### src/rtl/io_bridge_pkg.sv
// Shared constants and helpers for the I/O port bridge: address coding and width derivation.
package io_bridge_pkg;

    localparam int IDLE_ADDR = 0;

    // Address k+1 selects channel k; address 0 is idle.
    function automatic int addr_to_ch(input int a);
        return a - 1;
    endfunction

    // Width of an address field able to encode idle plus n channels.
    function automatic int addr_w(input int n);
        return (n + 1 > 1) ? $clog2(n + 1) : 1;
    endfunction

    function automatic int ptr_w(input int depth);
        return $clog2(depth) + 1;
    endfunction

endpackage

### src/rtl/io_sync_fifo.sv
// Single-clock FIFO with wrap-bit pointers; head is zero while empty so idle outputs read 0.
module io_sync_fifo
    import io_bridge_pkg::*;
#(
    parameter int DATA_W = 32,
    parameter int DEPTH  = 8
) (
    input  logic                     clk,
    input  logic                     rst,
    input  logic                     push_i,
    input  logic signed [DATA_W-1:0] data_i,
    input  logic                     pop_i,
    output logic                     full_o,
    output logic                     empty_o,
    output logic signed [DATA_W-1:0] head_o
);

    localparam int AW = ptr_w(DEPTH) - 1;

    logic [AW:0]              wptr_q, wptr_d;
    logic [AW:0]              rptr_q, rptr_d;
    logic signed [DATA_W-1:0] mem_q [DEPTH];
    logic                     wr_en, rd_en;

    assign empty_o = (wptr_q == rptr_q);
    assign full_o  = (wptr_q[AW] != rptr_q[AW]) && (wptr_q[AW-1:0] == rptr_q[AW-1:0]);
    assign head_o  = empty_o ? '0 : mem_q[rptr_q[AW-1:0]];

    // A full FIFO still accepts a push when its head leaves in the same cycle.
    assign rd_en = pop_i && !empty_o;
    assign wr_en = push_i && (!full_o || rd_en);

    always_comb begin
        wptr_d = wptr_q;
        rptr_d = rptr_q;
        if (wr_en) wptr_d = wptr_q + 1'b1;
        if (rd_en) rptr_d = rptr_q + 1'b1;
    end

    always_ff @(posedge clk) begin
        if (rst) begin
            wptr_q <= '0;
            rptr_q <= '0;
        end else begin
            wptr_q <= wptr_d;
            rptr_q <= rptr_d;
        end
    end

    always_ff @(posedge clk) begin
        if (wr_en) mem_q[wptr_q[AW-1:0]] <= data_i;
    end

endmodule

### src/rtl/io_port_bridge.sv
// Multi-channel bridge between the core's address-coded I/O bus and buffered streaming peripherals.
module io_port_bridge
    import io_bridge_pkg::*;
#(
    parameter int DATA_W     = 32,
    parameter int NUM_IN     = 2,
    parameter int NUM_OUT    = 4,
    parameter int FIFO_DEPTH = 8,
    parameter int IN_AW      = addr_w(NUM_IN),
    parameter int OUT_AW     = addr_w(NUM_OUT)
) (
    input  logic                        clk,
    input  logic                        rst,
    input  logic [IN_AW-1:0]            proc_req_in,
    output logic signed [DATA_W-1:0]    proc_io_in,
    input  logic [OUT_AW-1:0]           proc_out_en,
    input  logic signed [DATA_W-1:0]    proc_io_out,
    input  logic [NUM_IN*DATA_W-1:0]    in_data,
    input  logic [NUM_IN-1:0]           in_valid,
    output logic [NUM_IN-1:0]           in_ready,
    output logic [NUM_OUT*DATA_W-1:0]   out_data,
    output logic [NUM_OUT-1:0]          out_valid,
    input  logic [NUM_OUT-1:0]          out_ready,
    output logic [NUM_IN-1:0]           err_under,
    output logic [NUM_OUT-1:0]          err_over,
    output logic                        err_addr,
    input  logic                        err_clr
);

    logic [NUM_IN-1:0]        in_full, in_empty, in_pop, in_push;
    logic signed [DATA_W-1:0] in_head [NUM_IN];
    logic [NUM_OUT-1:0]       out_full, out_empty, out_pop, out_push;
    logic signed [DATA_W-1:0] out_head [NUM_OUT];

    logic                     rd_req, rd_bad, wr_req, wr_bad, rd_hit, rd_empty;
    int                       rd_ch, wr_ch;
    logic signed [DATA_W-1:0] rd_head;
    logic signed [DATA_W-1:0] hold_q, hold_d;
    logic [NUM_IN-1:0]        err_under_q, err_under_d, under_set;
    logic [NUM_OUT-1:0]       err_over_q, err_over_d, over_set;
    logic                     err_addr_q, err_addr_d;

    genvar g;
    generate
        for (g = 0; g < NUM_IN; g++) begin : g_in
            io_sync_fifo #(.DATA_W(DATA_W), .DEPTH(FIFO_DEPTH)) u_fifo (
                .clk    (clk),
                .rst    (rst),
                .push_i (in_push[g]),
                .data_i (in_data[g*DATA_W +: DATA_W]),
                .pop_i  (in_pop[g]),
                .full_o (in_full[g]),
                .empty_o(in_empty[g]),
                .head_o (in_head[g])
            );
        end
        for (g = 0; g < NUM_OUT; g++) begin : g_out
            io_sync_fifo #(.DATA_W(DATA_W), .DEPTH(FIFO_DEPTH)) u_fifo (
                .clk    (clk),
                .rst    (rst),
                .push_i (out_push[g]),
                .data_i (proc_io_out),
                .pop_i  (out_pop[g]),
                .full_o (out_full[g]),
                .empty_o(out_empty[g]),
                .head_o (out_head[g])
            );
            assign out_data[g*DATA_W +: DATA_W] = out_head[g];
        end
    endgenerate

    assign in_ready  = ~in_full;
    assign in_push   = in_valid & ~in_full;
    assign out_valid = ~out_empty;
    assign out_pop   = out_ready & ~out_empty;

    assign rd_req = (proc_req_in != IN_AW'(IDLE_ADDR)) && (proc_req_in <= IN_AW'(NUM_IN));
    assign rd_bad = (proc_req_in > IN_AW'(NUM_IN));
    assign wr_req = (proc_out_en != OUT_AW'(IDLE_ADDR)) && (proc_out_en <= OUT_AW'(NUM_OUT));
    assign wr_bad = (proc_out_en > OUT_AW'(NUM_OUT));
    assign rd_ch  = addr_to_ch(int'(proc_req_in));
    assign wr_ch  = addr_to_ch(int'(proc_out_en));

    // Read mux: an empty or idle read leaves the last returned word on proc_io_in.
    always_comb begin
        rd_head   = '0;
        rd_empty  = 1'b1;
        in_pop    = '0;
        under_set = '0;
        for (int k = 0; k < NUM_IN; k++) begin
            if (rd_req && rd_ch == k) begin
                rd_head      = in_head[k];
                rd_empty     = in_empty[k];
                in_pop[k]    = !in_empty[k] && !rst;
                under_set[k] = in_empty[k];
            end
        end
        rd_hit     = rd_req && !rd_empty && !rst;
        proc_io_in = rd_hit ? rd_head : hold_q;
        hold_d     = proc_io_in;
    end

    always_comb begin
        out_push = '0;
        over_set = '0;
        for (int k = 0; k < NUM_OUT; k++) begin
            if (wr_req && wr_ch == k) begin
                out_push[k] = 1'b1;
                over_set[k] = out_full[k] && !out_pop[k];
            end
        end
    end

    // Sticky errors; a same-cycle clear beats a new set.
    always_comb begin
        err_under_d = err_clr ? '0 : (err_under_q | under_set);
        err_over_d  = err_clr ? '0 : (err_over_q | over_set);
        err_addr_d  = err_clr ? 1'b0 : (err_addr_q | rd_bad | wr_bad);
    end

    always_ff @(posedge clk) begin
        if (rst) begin
            hold_q      <= '0;
            err_under_q <= '0;
            err_over_q  <= '0;
            err_addr_q  <= 1'b0;
        end else begin
            hold_q      <= hold_d;
            err_under_q <= err_under_d;
            err_over_q  <= err_over_d;
            err_addr_q  <= err_addr_d;
        end
    end

    assign err_under = err_under_q;
    assign err_over  = err_over_q;
    assign err_addr  = err_addr_q;

endmodule
### config.mk
export PLATFORM = sky130hd
export DESIGN_NAME = io_port_bridge
export DESIGN_NICKNAME = d
export VERILOG_FILES = /design/src/rtl/io_bridge_pkg.sv /design/src/rtl/io_sync_fifo.sv /design/src/rtl/io_port_bridge.sv
export SDC_FILE = /design/constraint.sdc
export NUM_CORES = 2
export LEC_CHECK = 0
export CAP_MARGIN = 40
export CORE_UTILIZATION = 25
export CTS_BUF_LIST = sky130_fd_sc_hd__clkbuf_2
export DETAILED_ROUTE_END_ITERATION = 12
export GPL_TIMING_DRIVEN = 0
export PLACE_DENSITY = 0.43
export SYNTH_ARGS = -nofsm -noshare
export SYNTH_HDL_FRONTEND = slang
export SYNTH_HIERARCHICAL = 1
export SYNTH_SLANG_ARGS = --single-unit
### constraint.sdc
create_clock -name clk -period 13.2 [get_ports clk]
set_clock_uncertainty 0.15 [all_clocks]
set_input_delay 2.64 -clock clk [delete_from_list [all_inputs] [get_ports clk]]
set_output_delay 2.64 -clock clk [all_outputs]
set_load 0.005 [all_outputs]
==> summary.md <==
| Metric | Value |
|---|---|
| Final wirelength | around 180 mm |
| Fraction of layout cells with a size suffix above 1 | between 30% and 40% |
| Final Setup Violations | 0 |
| Synth Flop Type | edfxtp_1 |
| Run status | finished, final reports clean |
| Clock Power Share | 36.1% |
| First-pass GRT wire length | around 260 mm |
| CTS Buf Count | 437 |
| Vias per Instance | 4.359 |
| Sw power | between 2 and 3 mW |
| Startpoint Class | input pin |
| Commonest non-fill, non-tap cell in the layout | edfxtp_1 |
| Vias | 34,143 |
| Cell area after synthesis | about 0.065 mm² |
| Area Overhead vs Synth | 21.19% |
| Worst relative slew slack | about 38% |
| Crit share post-route | 64.22% |
| Largest net degree at the start of global routing | 33 |
| Die Wd | about 510 µm |
| Clk sinks | between 1,500 and 2,000 |
| Starting Density | 25.23% |
| Yosys warnings | 6 |
| Postcts setup bufs | 0 |
| Max Clock Freq | 0.1180 GHz |
| Mapped Nets | around 3,300 |
| Final Net Count | approximately 4,200 |
| Unique cell type count in the Yosys netlist | 50 |
| Seq. cell area | 0.04823 mm² |
| Post-layout util | 30.57% |
| Hold/Removal Path Class | reg2reg |
| WL/cell | ~23 µm |
| Max-slew violation count | 0 |
| Clock transition at the registers of the reported paths | about 110 ps |
| Post-Syn Area per Cell | between 20 and 25 µm² |
| # hold bufs at CTS | 0 |
| Detail Route Antenna Nets | 0 |
| GRT Util Overall | between 10% and 20% |
| Post-synthesis sequential area ratio | 74.21% |
| CTS tree | done |
| Drt first pass iters | 5 |
| Setup TNS | 0 ps |
| Site Rows | 186 |
| Internal Power | 7.385 mW |
| Hpwl dp | between 100 and 150 mm |
| H-tree lvl count | 5 |
| FILL cells | 25,370 |
| Power per Cell Area | around 130 mW/mm² |
| #FFs+latches synth | 1,641 |
| Total congestion overflow | 0 |
| Post-synth EDFFs | 1,536 |
| I/O pin cnt | around 280 |
| PostCTS Resize Cnt | 0 |
| Multi-input logic area | 0.01594 mm² |
| Die ar. | 0.2620 mm² |
| Residual DRC | 0 |
| Sw frac | 25.30% |
| Synth Instances | 3,178 |
| Most frequent cells in the layout | 1,536 x edfxtp_1, 635 x clkbuf_2, 384 x mux4_2, 271 x clkdlybuf4s50_1, 230 x nor2_1 |
| Post-route cell area | 0.07876 mm² |
| Core area | 0.2576 mm² |
| Vias in the first global route | 36,194 |
| DIE HEIGHT | 511.9 µm |
| Worst Path Arrival | 5690 ps |
| Maximum vdd drop | between 0.06 and 0.07 mV |
| Worst Max-Slew Pin Slew | 935.5 ps |
| MaxCap Viol Count | 0 |
| Post-synthesis async set-or-reset flop share | 0% |
| Placer congestion estimate | 0.7464 |
| Initial DRC count | 2,295 |
| Initial antenna violation count | 44 |
| CP Data Required Time | approximately 10,000 ps |
| Final min period | 8477 ps |
| CTS max path bufs | 4 |
| Hold slack final | around 340 ps |
| Root Driver | clkbuf_2 |
| Leak Pwr | 24.99 nW |
| Final Hold Fails | 0 |
| Crit end category | output port |
| Combinational power share | under 10% |
| Kind of critical path | in2out |
| Clock latency on the worst-skew pair | 1790 ps |
| Seq pwr share | between 50% and 60% |
| Dpl cell area | 0.07480 mm² |
| Buffers on Ports | ~280 |
| RSZ-0062 raised after global routing | no |
| Maximum fanout along the worst path | 10 |
synth_stat cells, types with 7 or more instances:
library cell | count | area, µm²
clkbuf_2 | 12 | 60.06
nor2_1 | 242 | 908.4
buf_6 | 14 | 157.7
mux2_2 | 30 | 337.8
buf_1 | 55 | 206.5
edfxtp_1 | 1536 | 46120
xor2_2 | 18 | 292.8
nand2_1 | 17 | 63.81
a22o_1 | 32 | 280.3
inv_1 | 30 | 112.6
dfxtp_1 | 105 | 2102
or3_1 | 12 | 75.07
mux2i_1 | 204 | 2042
nor2b_1 | 15 | 93.84
mux2_4 | 12 | 180.2
a21oi_1 | 46 | 230.2
buf_4 | 37 | 277.8
ha_1 | 16 | 200.2
nand2b_1 | 24 | 150.1
nor3_1 | 57 | 285.3
mux4_2 | 384 | 8648
a211oi_1 | 32 | 240.2
xnor2_1 | 18 | 157.7
o21ai_0 | 56 | 280.3
nor4bb_1 | 7 | 70.07
buf_2 | 26 | 130.1
clkbuf_1 | 41 | 153.9
registers in the layout, summed over array words and instances (netlist names), named ones only:
name and count:
g_in.u_fifo/wptr_q 8, g_in.u_fifo/rptr_q 8, err_over 4, g_out.u_fifo/rptr_q 16
hold_q 32, g_out.u_fifo/wptr_q 16, err_under 2, err_addr 1
g_in.u_fifo/mem_q 512, g_out.u_fifo/mem_q 1024
path summary, 6_finish.rpt:
path | from | endpoint | slack [ps] | cells after the start
setup reg to reg | g_in[1].u_fifo/wptr_q[0] | g_in[1].u_fifo/mem_q[0][7] | 8480 | 12
setup / recovery | proc_req_in[0] | proc_io_in[27] | 4720 | 7
hold reg to reg | err_addr | err_addr | 340 | 2
hold / removal | err_addr | err_addr | 340 | 2
per-stage QoR:
stage / cells / total power [mW] / worst slack [ps]
finish: 7833 / 9.887 / 4723
global route: 7829 / 10.38 / 4566
CTS: 7825 / 10.11 / 4759
detailed placement: 7057 / 6.452 / 4771
global placement: 6844 / 6.423 / -1347
floorplan: 3178 / 6.114 / 5364
worst max-delay path, cell delays in order:
cell             delay, ps
clkdlybuf4s50_1        610
ha_1                   340
or3b_4                 470
a211oi_4               430
buf_6                  230
mux2_2                 450
clkdlybuf4s50_1        490
metal layers:
layer	GRT usage [%]	share of wire, %
met1	17.37	44
met2	21.33	47
met3	3.853	6.7
met4	4.047	2.4
met5	0	0.18
power groups by stage:
stage	Combinational, mW	Clock, mW	Sequential [mW]
finish	0.555	3.57	5.76
global route	0.603	4.01	5.77
floorplan	0.232	0	5.88
CTS	0.573	3.78	5.76
detailed placement	0.570	0	5.88
global placement	0.527	0	5.90
cell type report:
cell class                 instances  area share [%]
antenna                            7         0.02224
clock inverter                   145           1.042
tap                             3384           5.376
clock buffer                     623           3.959
timing repair buffer             496           6.718
sequential                      1641           61.23
buffer                           185           1.252
multi-input combinational       1316           20.23
inverter                          36          0.1716
cells by family after synthesis:
| family | Yosys count | synth area share (%) |
|---|---|---|
| flops | 1641 | 74.21 |
| compound gates | 207 | 2.326 |
| fa+ha+maj | 16 | 0.3080 |
| buf+inv | 221 | 1.725 |
| simple gates | 413 | 3.127 |
| mux | 632 | 17.28 |
| xor+xnor | 48 | 1.028 |
(Power assumes the default switching activity.)
